File: config.mk
export PLATFORM = sky130hd
export DESIGN_NAME = egg_countdown
export DESIGN_NICKNAME = d
export VERILOG_FILES = /design/src/rtl/egg_timer_pkg.sv /design/src/rtl/bcd_digit_down.sv /design/src/rtl/egg_countdown.sv
export SDC_FILE = /design/constraint.sdc
export NUM_CORES = 1
export LEC_CHECK = 0
export BUFFER_PORTS_ARGS = -buffer_cell sky130_fd_sc_hd__buf_2
export CORE_UTILIZATION = 52
export DETAILED_ROUTE_END_ITERATION = 8
export PLACE_DENSITY = 0.83
export RECOVER_POWER = 100
export REMOVE_ABC_BUFFERS = 1
export SLEW_MARGIN = 15
export SYNTH_ARGS = -nofsm -noshare
export SYNTH_HDL_FRONTEND = slang
export SYNTH_SLANG_ARGS = --single-unit
File: constraint.sdc
create_clock -name CLOCK_50 -period 2.2 [get_ports CLOCK_50]
set_input_delay 0.44 -clock CLOCK_50 [delete_from_list [all_inputs] [get_ports CLOCK_50]]
set_output_delay 0.44 -clock CLOCK_50 [all_outputs]
set_load 0.02 [all_outputs]
File: src/rtl/egg_timer_pkg.sv
// Shared types and limits for the egg timer countdown engine.
// State encoding, BCD digit limits and the packed BCD pair type.
package egg_timer_pkg;

    typedef enum logic [1:0] {
        IDLE    = 2'd0,
        RUN     = 2'd1,
        PAUSE   = 2'd2,
        EXPIRED = 2'd3
    } state_t;

    localparam logic [3:0] DIGIT_MAX    = 4'd9;
    localparam logic [3:0] SEC_TENS_MAX = 4'd5;

    typedef logic [7:0] bcd8_t;

    function automatic logic bcd_nonzero(
        input bcd8_t a,
        input bcd8_t b
    );
        return |{a, b};
    endfunction

endpackage

File: src/rtl/bcd_digit_down.sv
// One BCD digit of the countdown: decrement with borrow-out on the
// 0 -> MAX wrap, and a synchronous load that clamps to MAX.
module bcd_digit_down #(
    parameter logic [3:0] MAX = 4'd9
) (
    input  logic       clk,
    input  logic       rst,
    input  logic       load,
    input  logic [3:0] load_val,
    input  logic       dec,
    output logic [3:0] digit,
    output logic       borrow
);

    assign borrow = dec && (digit == 4'd0);

    always_ff @(posedge clk or posedge rst) begin
        if (rst) begin
            digit <= 4'd0;
        end else if (load) begin
            digit <= (load_val > MAX) ? MAX : load_val;
        end else if (dec) begin
            digit <= (digit == 4'd0) ? MAX : digit - 4'd1;
        end
    end

endmodule

File: src/rtl/egg_countdown.sv
// BCD MM:SS countdown engine for the egg timer.
// Optional build macro ALARM_FLASH_EN: flashing alarm LED on expiry.
module egg_countdown
    import egg_timer_pkg::*;
#(
    parameter int TICK_DIV  = 50000000,
    parameter int FLASH_DIV = 12500000
) (
    input  logic       CLOCK_50,
    input  logic       reset,
    input  logic [7:0] bcd_in,
    input  logic       load_sec,
    input  logic       load_min,
    input  logic       start,
    input  logic       pause,
    output bcd8_t      min_bcd,
    output bcd8_t      sec_bcd,
    output logic       running,
    output logic       done,
    output logic       expired,
    output logic       alarm_flash
);

    localparam int PW = (TICK_DIV > 1) ? $clog2(TICK_DIV) : 1;
    localparam logic [PW-1:0] TICK_LAST = PW'(TICK_DIV - 1);

    state_t        state;
    state_t        state_nxt;
    logic [PW-1:0] presc;
    logic [PW-1:0] presc_nxt;
    logic          done_nxt;
    logic          tick;
    logic          at_one;
    logic          cnt_nz;
    logic          any_ld;
    logic          go;
    logic          ld_ok;

    logic [3:0] s1, s10, m1, m10;
    logic       b_s1, b_s10, b_m1;
    logic       unused_m10_borrow;

    assign tick   = (state == RUN) && (presc == TICK_LAST);
    assign at_one = (min_bcd == 8'h00) && (sec_bcd == 8'h01);
    assign cnt_nz = bcd_nonzero(min_bcd, sec_bcd);
    assign any_ld = load_sec | load_min;
    assign go     = start & ~pause;
    assign ld_ok  = (state != RUN);

    // Borrow chain: seconds ones -> seconds tens -> minutes.
    bcd_digit_down #(.MAX(DIGIT_MAX)) u_sec_ones (
        .clk      (CLOCK_50),
        .rst      (reset),
        .load     (load_sec & ld_ok),
        .load_val (bcd_in[3:0]),
        .dec      (tick),
        .digit    (s1),
        .borrow   (b_s1)
    );

    bcd_digit_down #(.MAX(SEC_TENS_MAX)) u_sec_tens (
        .clk      (CLOCK_50),
        .rst      (reset),
        .load     (load_sec & ld_ok),
        .load_val (bcd_in[7:4]),
        .dec      (b_s1),
        .digit    (s10),
        .borrow   (b_s10)
    );

    bcd_digit_down #(.MAX(DIGIT_MAX)) u_min_ones (
        .clk      (CLOCK_50),
        .rst      (reset),
        .load     (load_min & ld_ok),
        .load_val (bcd_in[3:0]),
        .dec      (b_s10),
        .digit    (m1),
        .borrow   (b_m1)
    );

    bcd_digit_down #(.MAX(DIGIT_MAX)) u_min_tens (
        .clk      (CLOCK_50),
        .rst      (reset),
        .load     (load_min & ld_ok),
        .load_val (bcd_in[7:4]),
        .dec      (b_m1),
        .digit    (m10),
        .borrow   (unused_m10_borrow)
    );

    assign sec_bcd = {s10, s1};
    assign min_bcd = {m10, m1};

    always_comb begin
        state_nxt = state;
        presc_nxt = presc;
        done_nxt  = 1'b0;
        unique case (state)
            IDLE: begin
                if (go && !any_ld && cnt_nz) begin
                    state_nxt = RUN;
                    presc_nxt = '0;
                end
            end
            RUN: begin
                // Every cycle spent in RUN counts, including a pause edge.
                presc_nxt = tick ? '0 : presc + 1'b1;
                if (tick && at_one) begin
                    state_nxt = EXPIRED;
                    done_nxt  = 1'b1;
                end else if (pause) begin
                    state_nxt = PAUSE;
                end
            end
            PAUSE: begin
                if (go && !any_ld && cnt_nz) begin
                    state_nxt = RUN;
                end
            end
            EXPIRED: begin
                if (any_ld || start) begin
                    state_nxt = IDLE;
                end
            end
            default: state_nxt = IDLE;
        endcase
    end

    always_ff @(posedge CLOCK_50 or posedge reset) begin
        if (reset) begin
            state   <= IDLE;
            presc   <= '0;
            running <= 1'b0;
            done    <= 1'b0;
            expired <= 1'b0;
        end else begin
            state   <= state_nxt;
            presc   <= presc_nxt;
            running <= (state_nxt == RUN);
            done    <= done_nxt;
            expired <= (state_nxt == EXPIRED);
        end
    end

`ifdef ALARM_FLASH_EN
    localparam int FW = (FLASH_DIV > 1) ? $clog2(FLASH_DIV) : 1;
    localparam logic [FW-1:0] FLASH_LAST = FW'(FLASH_DIV - 1);

    logic [FW-1:0] fcnt;

    always_ff @(posedge CLOCK_50 or posedge reset) begin
        if (reset) begin
            fcnt        <= '0;
            alarm_flash <= 1'b0;
        end else if (state_nxt != EXPIRED) begin
            fcnt        <= '0;
            alarm_flash <= 1'b0;
        end else if (state != EXPIRED) begin
            fcnt        <= '0;
            alarm_flash <= 1'b1;
        end else if (fcnt == FLASH_LAST) begin
            fcnt        <= '0;
            alarm_flash <= ~alarm_flash;
        end else begin
            fcnt        <= fcnt + 1'b1;
        end
    end
`else
    localparam int unused_flash_div = FLASH_DIV;

    always_ff @(posedge CLOCK_50 or posedge reset) begin
        if (reset) begin
            alarm_flash <= 1'b0;
        end else begin
            alarm_flash <= (state_nxt == EXPIRED);
        end
    end
`endif

endmodule

* Word-level counts from Yosys, hierarchy flattened
Index checks and enable logic that the tools add are counted.
Storage, ports and cells: bits in registers 47, bits in latches 0, bits in writable memories 0, bits in read-only memories 0, input bits 14, memories kept 0
Cells by class: $add $sub $neg 5, multiply operators 0, divide/modulo/power cells 0, magnitude comparators 3, equal/unequal tests 9, shift operators 0, multiplexer cells 25, bitwise operators 5, reductions and logical operators 24
Operators by type and width (count):
- 4-bit 2-to-1 mux | 15
- 26-bit 2-to-1 mux | 2
- 26-bit case mux with 2 select lines | 1
- 26-bit by 1-bit adder with 26-bit output, second input constant | 1
- 26-bit == test, second input constant | 1
- 4-bit logical NOT | 4
- 16-bit OR reduction | 1
- 4-bit by 1-bit subtractor with 4-bit output, second input constant | 4
- 2-bit nonzero test | 5
- 8-bit by 1-bit == test with 1-bit output, second input constant | 1
- 4-bit > comparator, second input constant | 2
- 1-bit logical AND | 8
- 8-bit logical NOT | 1
- 2-bit 2-to-1 mux | 4
- 2-bit == test, second input constant | 3
- 2-bit case mux with 3 select lines | 1
- 2-bit by 1-bit == test with 1-bit output, second input constant | 2
- 4-bit by 3-bit > comparator with 1-bit output, second input constant | 1
- 1-bit bitwise AND | 3
- 2-bit logical NOT | 1
- 1-bit 2-to-1 mux | 2
- 2-bit by 1-bit != test with 1-bit output, second input constant | 1
- 2-bit != test, second input constant | 1
- 2-bit AND reduction | 1
- 5 further kinds | 5

* Depth between registers and ports, before layout
depth after elaboration 7, gate-level depth with buffers 8, mapped depth without buffers 6

* Modules after synthesis
Synthesis repeated with hierarchy kept, for this count alone.
Second synthesis, totals: cells, all modules 291, area total of the unflattened synthesis 2777.7 um2
Modules (own cells, without submodules):
- egg_countdown | times used 1, cells each 194, area each 1811.7 um2
- bcd_digit_down at u_min_ones ... | times used 3, cells each 25, area each 251.5 um2
- bcd_digit_down at u_sec_tens | times used 1, cells each 22, area each 211.5 um2

* Worst setup path before layout
No wires, ideal clock.
path kind input-to-reg, start in load_sec, end reg presc[25], library setup time 0.078 ns, arrival 2.179 ns, slack -0.057 ns, stages on the path 5, path buffers 0, path through or4b_4 > a21o_1 > a2111o_1 > or4_1 > a21oi_1
Between the ends: longest elaborated chain between the ends 6
Ends and longest elaborated chain:
- start: declaration | line egg_countdown.sv:12 | input logic load_sec,
- 1-bit bitwise OR | line egg_countdown.sv:46 | assign any_ld = load_sec | load_min;
- 1-bit logical NOT | line egg_countdown.sv:100 | if (go && !any_ld && cnt_nz) begin
- 1-bit logical AND (2 in series) | line egg_countdown.sv:100
- 2-bit != test (no line)
- 2-bit AND reduction (no line)
- end signal: assignment | line egg_countdown.sv:138 | presc <= presc_nxt;
- end: declaration | line egg_countdown.sv:29 | logic [PW-1:0] presc;
Every way passes these cells. A chain may end at the register's enable or synchronous reset.

* Worst setup path after layout
start reg u_min_tens.digit[0], end reg state[1]
Between the ends: longest elaborated chain between the ends 5, elaborated cells on any way between the ends 8, those cells by class mux (3); reduce/logical (5)
Ends and longest elaborated chain:
- start: declaration | line bcd_digit_down.sv:11 | output logic [3:0] digit,
- start signal: assignment | line bcd_digit_down.sv:21 | digit <= (load_val > MAX) ? MAX : load_val;
- start signal: assignment | line bcd_digit_down.sv:23 | digit <= (digit == 4'd0) ? MAX : digit - 4'd1;
- 8-bit logical NOT | line egg_countdown.sv:44 | assign at_one = (min_bcd == 8'h00) && (sec_bcd == 8'h01);
- 1-bit logical AND | line egg_countdown.sv:44
- 1-bit logical AND | line egg_countdown.sv:108 | if (tick && at_one) begin
- 2-bit 2-to-1 mux | line egg_countdown.sv:108
- 2-bit case mux with 3 select lines * | line egg_countdown.sv:98 | unique case (state)
- via state_nxt[1] | line egg_countdown.sv:28 | state_t state_nxt;
- end signal: assignment | line egg_countdown.sv:137 | state <= state_nxt;
- end: declaration | line egg_countdown.sv:27 | state_t state;
The timed path passes the listed nets; every way through them passes the cells marked *.

==> flow_metrics.tcl <==
set metrics [dict create \
    status "completed" \
    synth_edf_count 0 \
    drc 0 \
    vias 2729 \
    syn_inst 302 \
    avgSynthCellArea_um2 8.85 \
    initial_core_util 0.555 \
    area_growth_pct 25.3 \
    coreArea_mm2 0.00482 \
    worstPathArrival_ns 2.35 \
    ys_warn_count 0 \
    cp_max_fo 5 \
    max_freq_mhz 459 \
    synth_ff_type "dfrtp_1" \
    finClkSkew_ns 0.00765 \
    antenna_found_initial 0 \
    synth_cell_types 48 \
    finalHoldViolCount 0 \
    finalCoreUtilization 0.695 \
    wl_met2_mm 3.61 \
    grt_max_degree 26 \
    cts_hold_buf 0 \
    grt_pass1_vias 2408 \
    tns_ns 0 \
    placed_cell_area_mm2 0.00325 \
    h-tree-depth 2 \
    yosysSeqAreaShare 0.440 \
    synth_area_leaders "dfrtp_1 (44%), a21oi_1 (5.1%), or4_1 (3.7%)" \
    cell_internal_pwr_mw 1.39 \
    multiInputGateArea_mm2 0.00146 \
    gp_congestion 0.878 \
    clock_sinks 47 \
    io_buffers 33 \
    finalPower_mw 2.09 \
    synth_top_area_cell "dfrtp_1" \
    clock_latency_ns 0.30 \
    cts_tree "yes" \
    wl_per_cell_um 16.5 \
    synth_common_cells "dfrtp_1 (47), a21oi_1 (27), nand2_1 (24), nor2_1 (24), o21ai_0 (17)" \
    hpwl_mm 5.22 \
    final-setup-viol-count 0 \
    relSlewSlack 0.402 \
    fin_nets 392 \
    syn_area_mm2 0.00267 \
    layout-drive-gt1-share 0.222 \
    stdcell_area_mm2 0.00335 \
    yosysTopAreaCellShare 0.440 \
    drtAntennaViolNets 0 \
    grt_pass1_wl_mm 11.4 \
    drt-pass1-iter-count 5 \
    fillCellCount 380 \
    crit_path_start_kind "flip-flop" \
    powerDensity_mw_per_mm2 624 \
    regArea_mm2 0.00118 \
    p_sw_mw 0.697 \
    maxCapViolCount 0 \
    wl_met3_um 438 \
    rows 25 \
    dieArea_mm2 0.00543 \
    worst_pin_slew_ns 0.897 \
    via_per_inst 6.13 \
    rsz0062_at_grt "true" \
    die_x_um 73.7 \
    crit_type "reg2reg" \
    gr-total-overflow 0 \
    pwr-share-comb 0.239 \
    seqPwrFrac 0.514 \
    p_clk_frac 0.247 \
    switching_share 0.333 \
    hold_class "in2async" \
    period_needed_ns 2.18 \
    routed_wl_mm 7.34 \
    cts_root_buf "clkbuf_8" \
    track_usage 0.276 \
    ios 34 \
    path_clk_slew_ns 0.09 \
    p_leak_nw 1.36 \
    required_ns 2.37 \
    min_period_over_period 0.990 \
    ir_drop_v 0.000344 \
    antenna_cells 0 \
    whs_ns 0.317 \
    critPathCaptureType "flip-flop" \
    synth-async-reset-ratio 1.00 \
    yosys_register_bits 47 \
    routed.top_layer "met4" \
    drt-met1-wl_mm 3.20 \
    fp.dieH_um 73.7 \
    drtIter0Drc 317 \
    synthMostInstantiatedCell "dfrtp_1" \
    cts.path.max_buffers 2 \
    slew_violations 0 \
    cts_buffers 5 \
]
## per-stage QoR
stage	std cells	setup slack, ns
2_1_floorplan	289	-0.145
3_3_place_gp	437	-0.172
3_5_place_dp	437	-0.210
4_1_cts	445	0.0119
5_1_grt	445	-0.0655
6_report	445	0.0214
## logic make-up after synthesis
family,count (synthesis),share of synthesized area
AND/OR/NAND/NOR,132,0.277
buffers and inverters,26,0.0398
adder cells (fa/ha/maj),1,0.00468
flip-flops,47,0.440
AO/OA/AOI/OAI,82,0.192
XOR/XNOR,14,0.0459
## worst max-delay path: stages (launching register included)
cell and delay (ns):
dfrtp_1 0.40, or4_1 0.60, clkbuf_1 0.20, nor3b_1 0.19, nor4b_2 0.27, buf_4 0.20, o21ai_0 0.07, o311ai_0 0.11
## final timing paths
path                                     start             endpoint  slack, ns  cells after the start
max                        u_min_tens.digit[0]             state[1]       0.02                      7
min in group CLOCK_50                bcd_in[4]  u_min_tens.digit[0]       0.43                      3
max in group asynchronous                reset  u_sec_tens.digit[3]       0.74                      3
min reg2reg                           presc[4]             presc[4]       0.54                      1
min                                      reset            presc[23]       0.32                      2
max reg2reg                u_min_tens.digit[0]             state[1]       0.02                      7
## state kept, by name, indices dropped and copies added (netlist names)
name              cells
alarm_flash           1
done                  1
presc                26
running               1
state                 2
u_min_ones.digit      4
u_min_tens.digit      4
u_sec_ones.digit      4
u_sec_tens.digit      4
## power groups by stage
stage	Sequential (mW)	Combinational [mW]	Clock, mW
3_5_place_dp	1.08	0.501	0
3_3_place_gp	1.07	0.477	0
5_1_grt	1.08	0.549	0.548
4_1_cts	1.06	0.504	0.520
6_report	1.07	0.500	0.516
2_1_floorplan	1.13	0.202	0
## cells in the final DEF (no fill, tap or decap), types with 2 or more instances in the layout
master and instances:
a21oi_1 26, a21oi_2 2, a31oi_1 8, and2_1 2, and3_1 2, and4_1 5
buf_2 14, buf_4 41, clkbuf_1 24, clkbuf_2 2, clkbuf_8 5, dfrtp_1 47
inv_1 13, nand2_1 24, nand2b_1 3, nand3_1 11, nand4_1 9, nor2_1 24
nor2b_1 3, nor3_1 7, nor3b_1 2, nor4_1 4, nor4b_2 3, o2111ai_1 3
o211ai_1 2, o21ai_0 17, o31ai_1 12, or2_2 2, or3_1 9, or3_4 2
or4_1 12, xnor2_1 9, xor2_1 5
## cell type report
cell class | instances | area share
well taps | 67 | 0.0250
multi-input cells | 229 | 0.436
flip-flops and latches | 47 | 0.351
inverters | 13 | 0.0146
clock inverters | 1 | 0.00149
clock buffers | 7 | 0.0228
repair buffers | 81 | 0.149
## timing repair
item	in CTS	in global routing
pin swaps	0	3
gates resized for setup	2	13
setup endpoints to repair	11	26
gates cloned	0	0
buffers inserted	0	0
## routing by layer
metal	up-vias	GRT usage
met4	0	0.0940
met3	18	0.0439
met5	-	0
met1	1312	0.389
li1	1287	-
met2	112	0.432
No activity file was read; power rests on OpenSTA's default activity.
